**src/rtl/trigger_pkg.sv**
```systemverilog
// Types and helpers shared by the trigger RX, TX and pulse-generation blocks.
// A timestamp is a TAI second plus a cycle count within that second and a fine delay.
package trigger_pkg;

  typedef struct packed {
    logic [39:0] tai;
    logic [27:0] cycles;
    logic [11:0] fine;
  } t_trig_ts;

  // True when time a is strictly earlier than time b; fine delay does not take part.
  function automatic logic ts_before(input logic [39:0] a_tai,
                                     input logic [27:0] a_cycles,
                                     input logic [39:0] b_tai,
                                     input logic [27:0] b_cycles);
    if (a_tai != b_tai) begin
      return a_tai < b_tai;
    end
    return a_cycles < b_cycles;
  endfunction

endpackage

```
**src/rtl/trigger_ts_fifo.sv**
```systemverilog
// Small synchronous FIFO of trigger timestamps with flush, full and empty flags.
// The head entry is readable combinationally so it can be compared in the cycle it appears.
module trigger_ts_fifo
  import trigger_pkg::*;
#(
  parameter int unsigned g_depth = 4
) (
  input  logic     clk_i,
  input  logic     rst_n_i,
  input  logic     flush_i,
  input  logic     wr_en_i,
  input  t_trig_ts wr_data_i,
  input  logic     rd_en_i,
  output t_trig_ts rd_data_o,
  output logic     full_o,
  output logic     empty_o
);

  localparam int unsigned c_aw = $clog2(g_depth);

  t_trig_ts        mem_q [g_depth];
  logic [c_aw:0]   wr_ptr_q, wr_ptr_d;
  logic [c_aw:0]   rd_ptr_q, rd_ptr_d;
  logic            wr_fire;
  logic            rd_fire;

  // Pointers carry one extra wrap bit to tell full from empty.
  assign empty_o = (wr_ptr_q == rd_ptr_q);
  assign full_o  = (wr_ptr_q[c_aw] != rd_ptr_q[c_aw]) &&
                   (wr_ptr_q[c_aw-1:0] == rd_ptr_q[c_aw-1:0]);

  assign rd_fire = rd_en_i && !empty_o;
  assign wr_fire = wr_en_i && (!full_o || rd_fire);

  assign rd_data_o = mem_q[rd_ptr_q[c_aw-1:0]];

  always_comb begin
    wr_ptr_d = wr_ptr_q + {{c_aw{1'b0}}, wr_fire};
    rd_ptr_d = rd_ptr_q + {{c_aw{1'b0}}, rd_fire};
    if (flush_i) begin
      wr_ptr_d = '0;
      rd_ptr_d = '0;
    end
  end

  always_ff @(posedge clk_i or negedge rst_n_i) begin
    if (!rst_n_i) begin
      wr_ptr_q <= '0;
      rd_ptr_q <= '0;
    end else begin
      wr_ptr_q <= wr_ptr_d;
      rd_ptr_q <= rd_ptr_d;
    end
  end

  always_ff @(posedge clk_i) begin
    if (wr_fire && !flush_i) begin
      mem_q[wr_ptr_q[c_aw-1:0]] <= wr_data_i;
    end
  end

endmodule

```
**src/rtl/trigger_pulse_gen.sv**
```systemverilog
// Trigger output stage: queues scheduled timestamps, fires a DIO pulse when WR time
// reaches the queue head, drops late entries as misses and keeps pulse/miss statistics.
module trigger_pulse_gen
  import trigger_pkg::*;
#(
  parameter int unsigned g_fifo_depth = 4,
  parameter int unsigned g_clk_freq   = 125000000,
  parameter int unsigned g_width_bits = 16
) (
  input  logic                    clk_sys_i,
  input  logic                    rst_n_i,
  input  logic                    ts_valid_i,
  output logic                    ts_ready_o,
  input  logic [39:0]             ts_tai_i,
  input  logic [27:0]             ts_cycles_i,
  input  logic [11:0]             ts_fine_i,
  input  logic [39:0]             tm_tai_i,
  input  logic [27:0]             tm_cycles_i,
  input  logic                    tm_time_valid_i,
  input  logic                    enable_i,
  input  logic [g_width_bits-1:0] width_i,
  input  logic                    cnt_rst_i,
  output logic                    pulse_o,
  output logic [11:0]             pulse_fine_o,
  output logic                    miss_o,
  output logic [31:0]             pulse_cnt_o,
  output logic [31:0]             miss_cnt_o
);

  localparam logic [0:0]  ST_IDLE       = 1'b0;
  localparam logic [0:0]  ST_ACTIVE     = 1'b1;
  localparam logic [27:0] c_cycles_wrap = 28'(g_clk_freq);

  t_trig_ts push_ts;
  t_trig_ts head_ts;
  logic     fifo_full;
  logic     fifo_empty;
  logic     push;
  logic     pop;
  logic     cmp_en;
  logic     head_due;
  logic     head_late;
  logic     fire;
  logic     miss;

  logic [0:0]              state_q, state_d;
  logic [g_width_bits-1:0] width_cnt_q, width_cnt_d;
  logic [g_width_bits-1:0] width_load;
  logic [11:0]             fine_q, fine_d;
  logic                    miss_q, miss_d;
  logic [31:0]             pulse_cnt_q, pulse_cnt_d;
  logic [31:0]             miss_cnt_q, miss_cnt_d;

  // While disabled the queue is flushed every cycle, so upstream is never stalled.
  assign ts_ready_o = !fifo_full || !enable_i;
  assign push       = ts_valid_i && ts_ready_o && enable_i;

  always_comb begin
    push_ts        = '0;
    push_ts.tai    = ts_tai_i;
    push_ts.cycles = ts_cycles_i;
    push_ts.fine   = ts_fine_i;
  end

  trigger_ts_fifo #(
    .g_depth (g_fifo_depth)
  ) u_fifo (
    .clk_i     (clk_sys_i),
    .rst_n_i   (rst_n_i),
    .flush_i   (!enable_i),
    .wr_en_i   (push),
    .wr_data_i (push_ts),
    .rd_en_i   (pop),
    .rd_data_o (head_ts),
    .full_o    (fifo_full),
    .empty_o   (fifo_empty)
  );

  assign cmp_en   = enable_i && tm_time_valid_i && !fifo_empty;
  assign head_due = (head_ts.tai == tm_tai_i) && (head_ts.cycles == tm_cycles_i);
  // A cycles field beyond the second's wrap point can never match, so it is dropped at once.
  assign head_late = ts_before(head_ts.tai, head_ts.cycles, tm_tai_i, tm_cycles_i) ||
                     (head_ts.cycles >= c_cycles_wrap);

  assign fire   = cmp_en && head_due;
  assign miss   = cmp_en && head_late && !head_due;
  assign pop    = fire || miss;
  assign miss_d = miss;

  assign width_load = (width_i == '0) ? g_width_bits'(1) : width_i;

  always_comb begin
    state_d     = state_q;
    width_cnt_d = width_cnt_q;
    fine_d      = fine_q;
    case (state_q)
      ST_IDLE: begin
        if (fire) begin
          state_d     = ST_ACTIVE;
          width_cnt_d = width_load;
          fine_d      = head_ts.fine;
        end
      end
      ST_ACTIVE: begin
        // A fire during an active pulse stretches it rather than restarting it.
        if (fire) begin
          width_cnt_d = width_load;
          fine_d      = head_ts.fine;
        end else if (width_cnt_q == g_width_bits'(1)) begin
          state_d = ST_IDLE;
        end else begin
          width_cnt_d = width_cnt_q - g_width_bits'(1);
        end
      end
      default: state_d = ST_IDLE;
    endcase
  end

  always_comb begin
    pulse_cnt_d = pulse_cnt_q + {31'd0, fire};
    miss_cnt_d  = miss_cnt_q + {31'd0, miss};
    if (cnt_rst_i) begin
      pulse_cnt_d = '0;
      miss_cnt_d  = '0;
    end
  end

  always_ff @(posedge clk_sys_i or negedge rst_n_i) begin
    if (!rst_n_i) begin
      state_q     <= ST_IDLE;
      width_cnt_q <= '0;
      fine_q      <= '0;
      miss_q      <= 1'b0;
      pulse_cnt_q <= '0;
      miss_cnt_q  <= '0;
    end else begin
      state_q     <= state_d;
      width_cnt_q <= width_cnt_d;
      fine_q      <= fine_d;
      miss_q      <= miss_d;
      pulse_cnt_q <= pulse_cnt_d;
      miss_cnt_q  <= miss_cnt_d;
    end
  end

  assign pulse_o      = (state_q == ST_ACTIVE);
  assign pulse_fine_o = fine_q;
  assign miss_o       = miss_q;
  assign pulse_cnt_o  = pulse_cnt_q;
  assign miss_cnt_o   = miss_cnt_q;

endmodule
```
**config.mk**
```make
export PLATFORM = sky130hd
export DESIGN_NAME = trigger_pulse_gen
export DESIGN_NICKNAME = d
export VERILOG_FILES = /design/src/rtl/trigger_pkg.sv /design/src/rtl/trigger_ts_fifo.sv /design/src/rtl/trigger_pulse_gen.sv
export SDC_FILE = /design/constraint.sdc
export NUM_CORES = 1
export LEC_CHECK = 0
export ABC_AREA = 0
export BUFFER_PORTS_ARGS = -buffer_cell sky130_fd_sc_hd__buf_4
export CAP_MARGIN = 20
export CORE_ASPECT_RATIO = 0.7
export CORE_UTILIZATION = 40
export DETAILED_ROUTE_END_ITERATION = 10
export MAX_ROUTING_LAYER = met4
export PLACE_DENSITY_LB_ADDON = 0.08
export REMOVE_ABC_BUFFERS = 1
export SLEW_MARGIN = 20
export SYNTH_ARGS = -nofsm -noshare
export SYNTH_HDL_FRONTEND = slang
export SYNTH_SLANG_ARGS = --single-unit
```
**constraint.sdc**
```tcl
create_clock -name clk_sys_i -period 8.85 [get_ports clk_sys_i]
set_input_delay 0 -clock clk_sys_i [delete_from_list [all_inputs] [get_ports clk_sys_i]]
set_output_delay 0 -clock clk_sys_i [all_outputs]
set_load 0.05 [all_outputs]
```
# Word-level counts from Yosys, hierarchy flattened
# Memory sizes are Yosys's and may differ from the RTL's.
# Index checks and enable logic that the tools add are counted.
dict set report totals {
  mem_bits_rw 320
  in_bits 170
  ff_bits 100
  mem_count 1
}
dict set report op_classes {
  eq_ne 9
  reduce_logical 22
  muxes 19
  addsub 5
  magnitude_cmp 3
  bitwise_logic 1
}
# name depth word_bits rd rd_clocked_by_memory_dff write_ports line
set memory_table {}
lappend memory_table {u_fifo.mem_q 4 80 1 0 1 trigger_ts_fifo.sv:21} ;# t_trig_ts mem_q [g_depth];
# cell count
set op_table {}
lappend op_table {{$add 32x1->32} 2}
lappend op_table {{$mux 16} 4}
lappend op_table {{$mux 32} 2}
lappend op_table {{$eq 40x40->1} 1}
lappend op_table {{$lt 40x40->1} 1}
lappend op_table {{$ne 40x40->1} 1}
lappend op_table {{$pmux 16 s2} 1}
lappend op_table {{$eq 28x28->1} 1}
lappend op_table {{$ge 28x27->1 const B} 1}
lappend op_table {{$lt 28x28->1} 1}
lappend op_table {{$eq 16x1->1 const B} 1}
lappend op_table {{$logic_not 16->1} 1}
lappend op_table {{$sub 16x1->16 const B} 1}
lappend op_table {{$logic_and 1x1->1} 12}
lappend op_table {{$mux 12} 1}
lappend op_table {{$mux 1} 8}
lappend op_table {{$add 3x1->3} 2}
lappend op_table {{$mux 3} 2}
lappend op_table {{$logic_not 1->1} 4}
lappend op_table {{$logic_or 1x1->1} 4}
lappend op_table {{$eq 3x3->1} 1}
lappend op_table {{$ne 3x3->1 const B} 1}
lappend op_table {{$eq 2x2->1} 1}
lappend op_table {{$ne 2x2->1 const B} 1}
lappend op_table {{other kinds (4)} 4}

# Logic depth before layout (Yosys ltp)
# An unclocked memory read counts as a cell.
dict set report logic_depth {
  ltp_word 14
  depth_mapped 22
}

# Modules after synthesis
# A second synthesis with hierarchy kept.
dict set report hier_totals {
  cells_unflattened 1178
  hier_area_um2 18480.2
}
# module area_per_inst_um2 n_inst cells_per_inst seq_area_each_um2
set by_module_without_submodules {}
lappend by_module_without_submodules {trigger_ts_fifo 12029.0 1 451 9759.4}
lappend by_module_without_submodules {trigger_pulse_gen 6451.2 1 727 2352.3}

# Worst setup path after synthesis
# OpenSTA, ideal clock, no wires.
dict set report synth_path {
  path_kind {flip-flop to flip-flop}
  from {register u_fifo.rd_ptr_q[0]}
  to {memory u_fifo.mem_q[0][0] in the netlist's numbering (enable)}
  path_buffers 2
  stages_incl_launch_ff 7
  required_time_ps 8217
  arrival_ps 7095
  slack_ps 1122
  path_cell_list {dfrtp_1 > buf_4 > buf_6 > xor2_1 > nor2_1 > a21oi_1 > nor3b_1}
}
dict set report synth_via {
  elab_chain_len 14
  elab_cells_between_ends 32
  cone_classes {3 x order compare; 5 x eq/ne; 5 x mux; 18 x reduce/logical; 1 x memory}
}
# item line
set synth_lines {}
lappend synth_lines {{start: declaration} trigger_ts_fifo.sv:23} ;# logic [c_aw:0] rd_ptr_q, rd_ptr_d;
lappend synth_lines {{start signal: assignment} trigger_ts_fifo.sv:52} ;# rd_ptr_q <= rd_ptr_d;
lappend synth_lines {{$mem_v2 4x80} -}
lappend synth_lines {{$lt 40x40->1 or $ne 40x40->1 (tied branches)} {trigger_pkg.sv:17, trigger_pkg.sv:16}}
lappend synth_lines {{$mux 1} trigger_pkg.sv:16} ;# if (a_tai != b_tai) begin
lappend synth_lines {{$mux 1} trigger_pkg.sv:19} ;# return a_cycles < b_cycles;
lappend synth_lines {{$logic_or 1x1->1} trigger_pulse_gen.sv:82} ;# assign head_late = ts_before(head_ts.tai, head_ts.cycles, tm_tai_i, tm_cycles_i) ||
lappend synth_lines {{$logic_and 1x1->1 (2 in series)} trigger_pulse_gen.sv:86} ;# assign miss = cmp_en && head_late && !head_due;
lappend synth_lines {{$logic_or 1x1->1} trigger_pulse_gen.sv:87} ;# assign pop = fire || miss;
lappend synth_lines {{$logic_and 1x1->1} trigger_ts_fifo.sv:32} ;# assign rd_fire = rd_en_i && !empty_o;
lappend synth_lines {{$logic_or 1x1->1} trigger_ts_fifo.sv:33} ;# assign wr_fire = wr_en_i && (!full_o || rd_fire);
lappend synth_lines {{$logic_and 1x1->1 (*)} trigger_ts_fifo.sv:33}
lappend synth_lines {{$logic_and 1x1->1 (*)} trigger_ts_fifo.sv:57} ;# if (wr_fire && !flush_i) begin
lappend synth_lines {{$mux 1 (*)} trigger_ts_fifo.sv:57}
lappend synth_lines {{$mux 1 (implied by the code) (*)} trigger_ts_fifo.sv:58} ;# mem_q[wr_ptr_q[c_aw-1:0]] <= wr_data_i;
lappend synth_lines {{end: declaration} trigger_ts_fifo.sv:21}
# Mark *: on every way between the ends. The rest lies on a longest branch, timed or not. The select of a mux whose other input is x is not followed.

# Worst setup path in the final report
dict set report layout_path {
  from {register u_fifo.rd_ptr_q[0]}
  to {register miss_cnt_q[17] (netlist: miss_cnt_o[17])}
}
dict set report layout_via {
  elab_chain_len 9
  elab_cells_between_ends 20
  cone_classes {1 x add/sub; 3 x order compare; 4 x eq/ne; 4 x mux; 7 x reduce/logical; 1 x memory}
}
# item line
set layout_lines {}
lappend layout_lines {{$mem_v2 4x80} -}
lappend layout_lines {{$lt 40x40->1 or $ne 40x40->1 (tied branches)} {trigger_pkg.sv:17, trigger_pkg.sv:16}}
lappend layout_lines {{$mux 1} trigger_pkg.sv:16}
lappend layout_lines {{$mux 1} trigger_pkg.sv:19}
lappend layout_lines {{$logic_or 1x1->1} trigger_pulse_gen.sv:82}
lappend layout_lines {{$logic_and 1x1->1} trigger_pulse_gen.sv:86}
lappend layout_lines {{$logic_and 1x1->1 (*)} trigger_pulse_gen.sv:86}
lappend layout_lines {{named net miss} trigger_pulse_gen.sv:44} ;# logic miss;
lappend layout_lines {{$add 32x1->32 (*)} trigger_pulse_gen.sv:121} ;# miss_cnt_d = miss_cnt_q + {31'd0, miss};
lappend layout_lines {{$mux 32 (*)} trigger_pulse_gen.sv:122} ;# if (cnt_rst_i) begin
lappend layout_lines {{named net miss_cnt_d[17]} trigger_pulse_gen.sv:52} ;# logic [31:0] miss_cnt_q, miss_cnt_d;
lappend layout_lines {{end signal: assignment} trigger_pulse_gen.sv:142} ;# miss_cnt_q <= miss_cnt_d;
lappend layout_lines {{end: declaration} trigger_pulse_gen.sv:52}
# Mark *: on every way through the listed nets, which the timed path passes. The rest lies on a longest branch. The select of a mux whose other input is x is not followed.
# A chain may end at the register's enable or synchronous reset.

==> impl_metrics.json <==
{
  "grt_max_degree": 67,
  "syn2layout_area_growth_pct": 27.5,
  "crit_path_max_incr_delay_ns": 0.99,
  "synth_top_area_cell": "edfxtp_1",
  "wirelength_um": 41800,
  "switching_power_uw": 912,
  "finalMaxSlewViolations": 0,
  "postCtsSetupBuffers": 0,
  "gp_congestion": 0.774,
  "die-area_sq_mm": 0.0464,
  "syn_area_sq_mm": 0.0182,
  "grt_setup_unrepaired": "false",
  "synthDominantCellAreaShare_pct": 52.8,
  "endpoint_kind": "flop",
  "period_minus_slack_ns": 6.58,
  "route.detailed.drc": 0,
  "drt-vias-per-instance": 4.99,
  "ys_warn_count": 0,
  "crit_required_ns": 9.25,
  "drtIter0Drc": 644,
  "cts_tree": "done",
  "power_density_mw_per_mm2": 187,
  "synth_seq_cells": 420,
  "cp.arrival_ns": 6.98,
  "worstMarginPinSlew_ns": 1.01,
  "power_frac_comb_pct": 7.1,
  "track_usage_pct": 19.1,
  "placed_area_sq_mm": 0.0207,
  "hold_viol_final": 0,
  "synth_edf_count": 320,
  "synth_cell_type_count": 56,
  "async_reset_ff_share_pct": 23.8,
  "max_freq_mhz": 152,
  "p_leak_uw": 0.00908,
  "numCtsBuffers": 43,
  "cts_sinks": 420,
  "seq_power_share_pct": 50.2,
  "crit_path_top_delay_cell": "dfrtp_4",
  "die_w_um": 257,
  "nets": 1791,
  "antenna_found_initial": 3,
  "period_share_pct": 74.4,
  "syn_area_per_cell_sq_um": 15.6,
  "maxCapViolations": 0,
  "grt-ovfl-total": 0,
  "yosysSeqAreaShare_pct": 66.6,
  "relSlewSlack_pct": 32.6,
  "hp-class": "in2reg",
  "htree_levels": 2,
  "firstDrtPassIters": 5,
  "io_pins": 249,
  "rows": 64,
  "setup_viol": 0,
  "detail-route-antenna-nets": 0,
  "worst-path-max-fanout": 43,
  "grt_pass1_vias": 11462,
  "dieHeight_um": 180,
  "port_buffers": 248,
  "nFillCells": 3704,
  "final_area_sq_mm": 0.0232,
  "fin_tns_setup_ns": 0,
  "vdd_drop_max_mv": 0.117,
  "path_class": "reg2reg",
  "netSwitchingFraction_pct": 21.1,
  "initial_core_util_pct": 41.1,
  "seqCellArea_sq_mm": 0.0121,
  "cts_root_buf": "clkbuf_16",
  "core_sq_mm": 0.0443,
  "synthFlopType": "edfxtp_1",
  "status": "completed",
  "crit_chain": "buf_12 -> mux4_2 -> ha_1 -> and4_1 -> and4bb_1 -> nand3_1 -> o211ai_1 -> a2111oi_0 -> a21oi_1 -> a211oi_1 -> ha_1 -> nand4_1 -> nor3_2 -> inv_1 -> nor3_1 -> nand2_1 -> xor2_1 -> nor2_1",
  "num_vias": 10833,
  "synth_area_leaders": "edfxtp_1 53%, dfrtp_1 14%, mux4_2 9.9%",
  "crit_top_cell": "ha_1",
  "finClkSkew_ns": 0.0120,
  "dpl.hpwl_um": 27200,
  "power.clock.fraction_pct": 42.7,
  "grt_pass1_wl_um": 66500,
  "insertion_delay_ns": 0.55,
  "critPathLaunchType": "flop",
  "multi_input_comb_area_sq_mm": 0.00561,
  "power.internal_uw": 3420,
  "syn-instance-count": 1169,
  "layout-drive-gt1-share_pct": 27.8,
  "clk_path_buf_depth": 3,
  "cts.clk_slew.worst_paths_ns": 0.06,
  "avgRoutedWirePerCell_um": 19.2
}
## path summary, 6_finish.rpt
path                                               from                      endpoint  slack, ns  depth (start not counted)
setup reg to reg           u_fifo.rd_ptr_q[0]$_DFF_PN0_      miss_cnt_o[17]$_DFF_PN0_       2.27                         18
max in group asynchronous                       rst_n_i  u_fifo.rd_ptr_q[1]$_DFF_PN0_       7.37                          4
setup / recovery           u_fifo.rd_ptr_q[0]$_DFF_PN0_      miss_cnt_o[17]$_DFF_PN0_       2.27                         18
hold / removal                               ts_valid_i  u_fifo.wr_ptr_q[0]$_DFF_PN0_       0.11                          5
min in group asynchronous                       rst_n_i     pulse_cnt_o[13]$_DFF_PN0_       0.51                          4
hold reg to reg             pulse_fine_o[7]$_DFFE_PN0P_   pulse_fine_o[7]$_DFFE_PN0P_       0.48                          2
## area by class of cell
class                      count  area share, %
sequential                   420           52.2
multi-input combinational    641           24.2
timing repair buffer         361           12.9
clock buffer                  61           5.36
tap                          594           3.20
inverter                      76           1.23
clock inverter                16          0.852
antenna                        3         0.0324
## placed cells by master (no fill, tap or decap), types with 3 or more instances in the layout
master	count
dlygate4sd3_1	102
a211oi_1	3
xor2_1	53
and4_1	4
nand3_1	45
o21ai_1	5
o211ai_1	4
and3_1	14
nor3_1	11
xnor2_1	25
clkbuf_1	8
and2_1	9
dfrtp_1	98
mux4_2	80
a21o_1	11
clkinv_2	7
nor2b_1	6
nor4_1	4
nand2_2	9
clkbuf_16	43
o21ai_0	9
inv_6	3
nand2_1	74
edfxtp_1	320
clkbuf_8	10
a21oi_1	41
ha_1	78
inv_1	76
buf_4	257
or3_1	7
nand4_1	24
nor2_1	90
bufinv_16	4
diode_2	3
## metrics by stage
step	setup slack [ns]	hold slack [ns]	power, uW	instances	util [%]
after floorplan	-1.35	-0.296	2350	1137	-
after global placement	2.24	-0.00945	2480	1989	46.8
after detailed placement	2.05	-0.0134	2490	1989	46.8
after CTS	2.02	0.0733	4390	2169	52.4
after global routing	1.46	0.120	4510	2172	52.4
final	2.27	0.114	4330	2172	52.4
## Yosys cell counts (all sizes together), types with 2 or more instances
library cell  number
nand4             25
clkbuf            13
ha                78
a21boi             2
and2              10
nand2             83
mux4              80
and3              15
xnor2             25
a211oi             3
and3b              2
o211ai             4
nor3              13
buf               19
nor2b              6
o311ai             2
o21ai             15
a21oi             42
inv               76
nand3             45
or3                7
dfrtp            100
a21o              11
and4               4
or4                3
xor2              53
edfxtp           320
nor2              91
or2                2
nor4               8
## kinds of logic (layout without fill, tap and decap cells)
kind of cell    count (synthesis)  in the layout  share of synthesized area [%]
buf+inv                       108            514                           2.72
compound gates                 88             88                           2.95
mux                            80             80                           9.90
fa+ha+maj                      78             78                           5.36
xor+xnor                       78             78                           3.75
simple gates                  317            317                           8.76
flops                         420            420                           66.6
other cells                     0              3                              0
## worst max-delay path: cells and delay by family (launching register included)
| kind | cells | cell delay (ns) |
|---|---|---|
| compound gates | 4 | 1.63 |
| xor+xnor | 1 | 0.16 |
| fa+ha+maj | 2 | 0.60 |
| buf+inv | 2 | 0.52 |
| flops | 1 | 0.99 |
| mux | 1 | 0.58 |
| simple gates | 8 | 1.90 |
## power groups by stage
| stage | combinational [uW] | sequential (uW) | clock [uW] |
|---|---|---|---|
| floorplan | 131 | 2220 | 0 |
| global placement | 268 | 2220 | 0 |
| detailed placement | 270 | 2220 | 0 |
| CTS | 312 | 2180 | 1910 |
| global route | 340 | 2180 | 1990 |
| finish | 305 | 2180 | 1850 |
## flip-flops by register name, indices dropped and copies added (netlist names)
signal,flops
miss_cnt_o,32
miss_o,1
pulse_cnt_o,32
pulse_fine_o,12
pulse_o,1
u_fifo.mem_q,320
u_fifo.rd_ptr_q,3
u_fifo.wr_ptr_q,3
width_cnt_q,16
## per-layer routing
layer	vias to the layer above	share of wire, %	GRT usage, %
met1	5423	46	26.1
li1	5148	-	-
met3	60	4.2	3.32
met4	0	1.8	4.57
met5	-	0	-
met2	202	47	29.9
## timing repair
| action | CTS | global route |
|---|---|---|
| hold buffers | 103 | 0 |
| endpoints found under the hold margin | 437 | 0 |
| resized for setup | 0 | 0 |
Power figures use the tool's default switching activity.
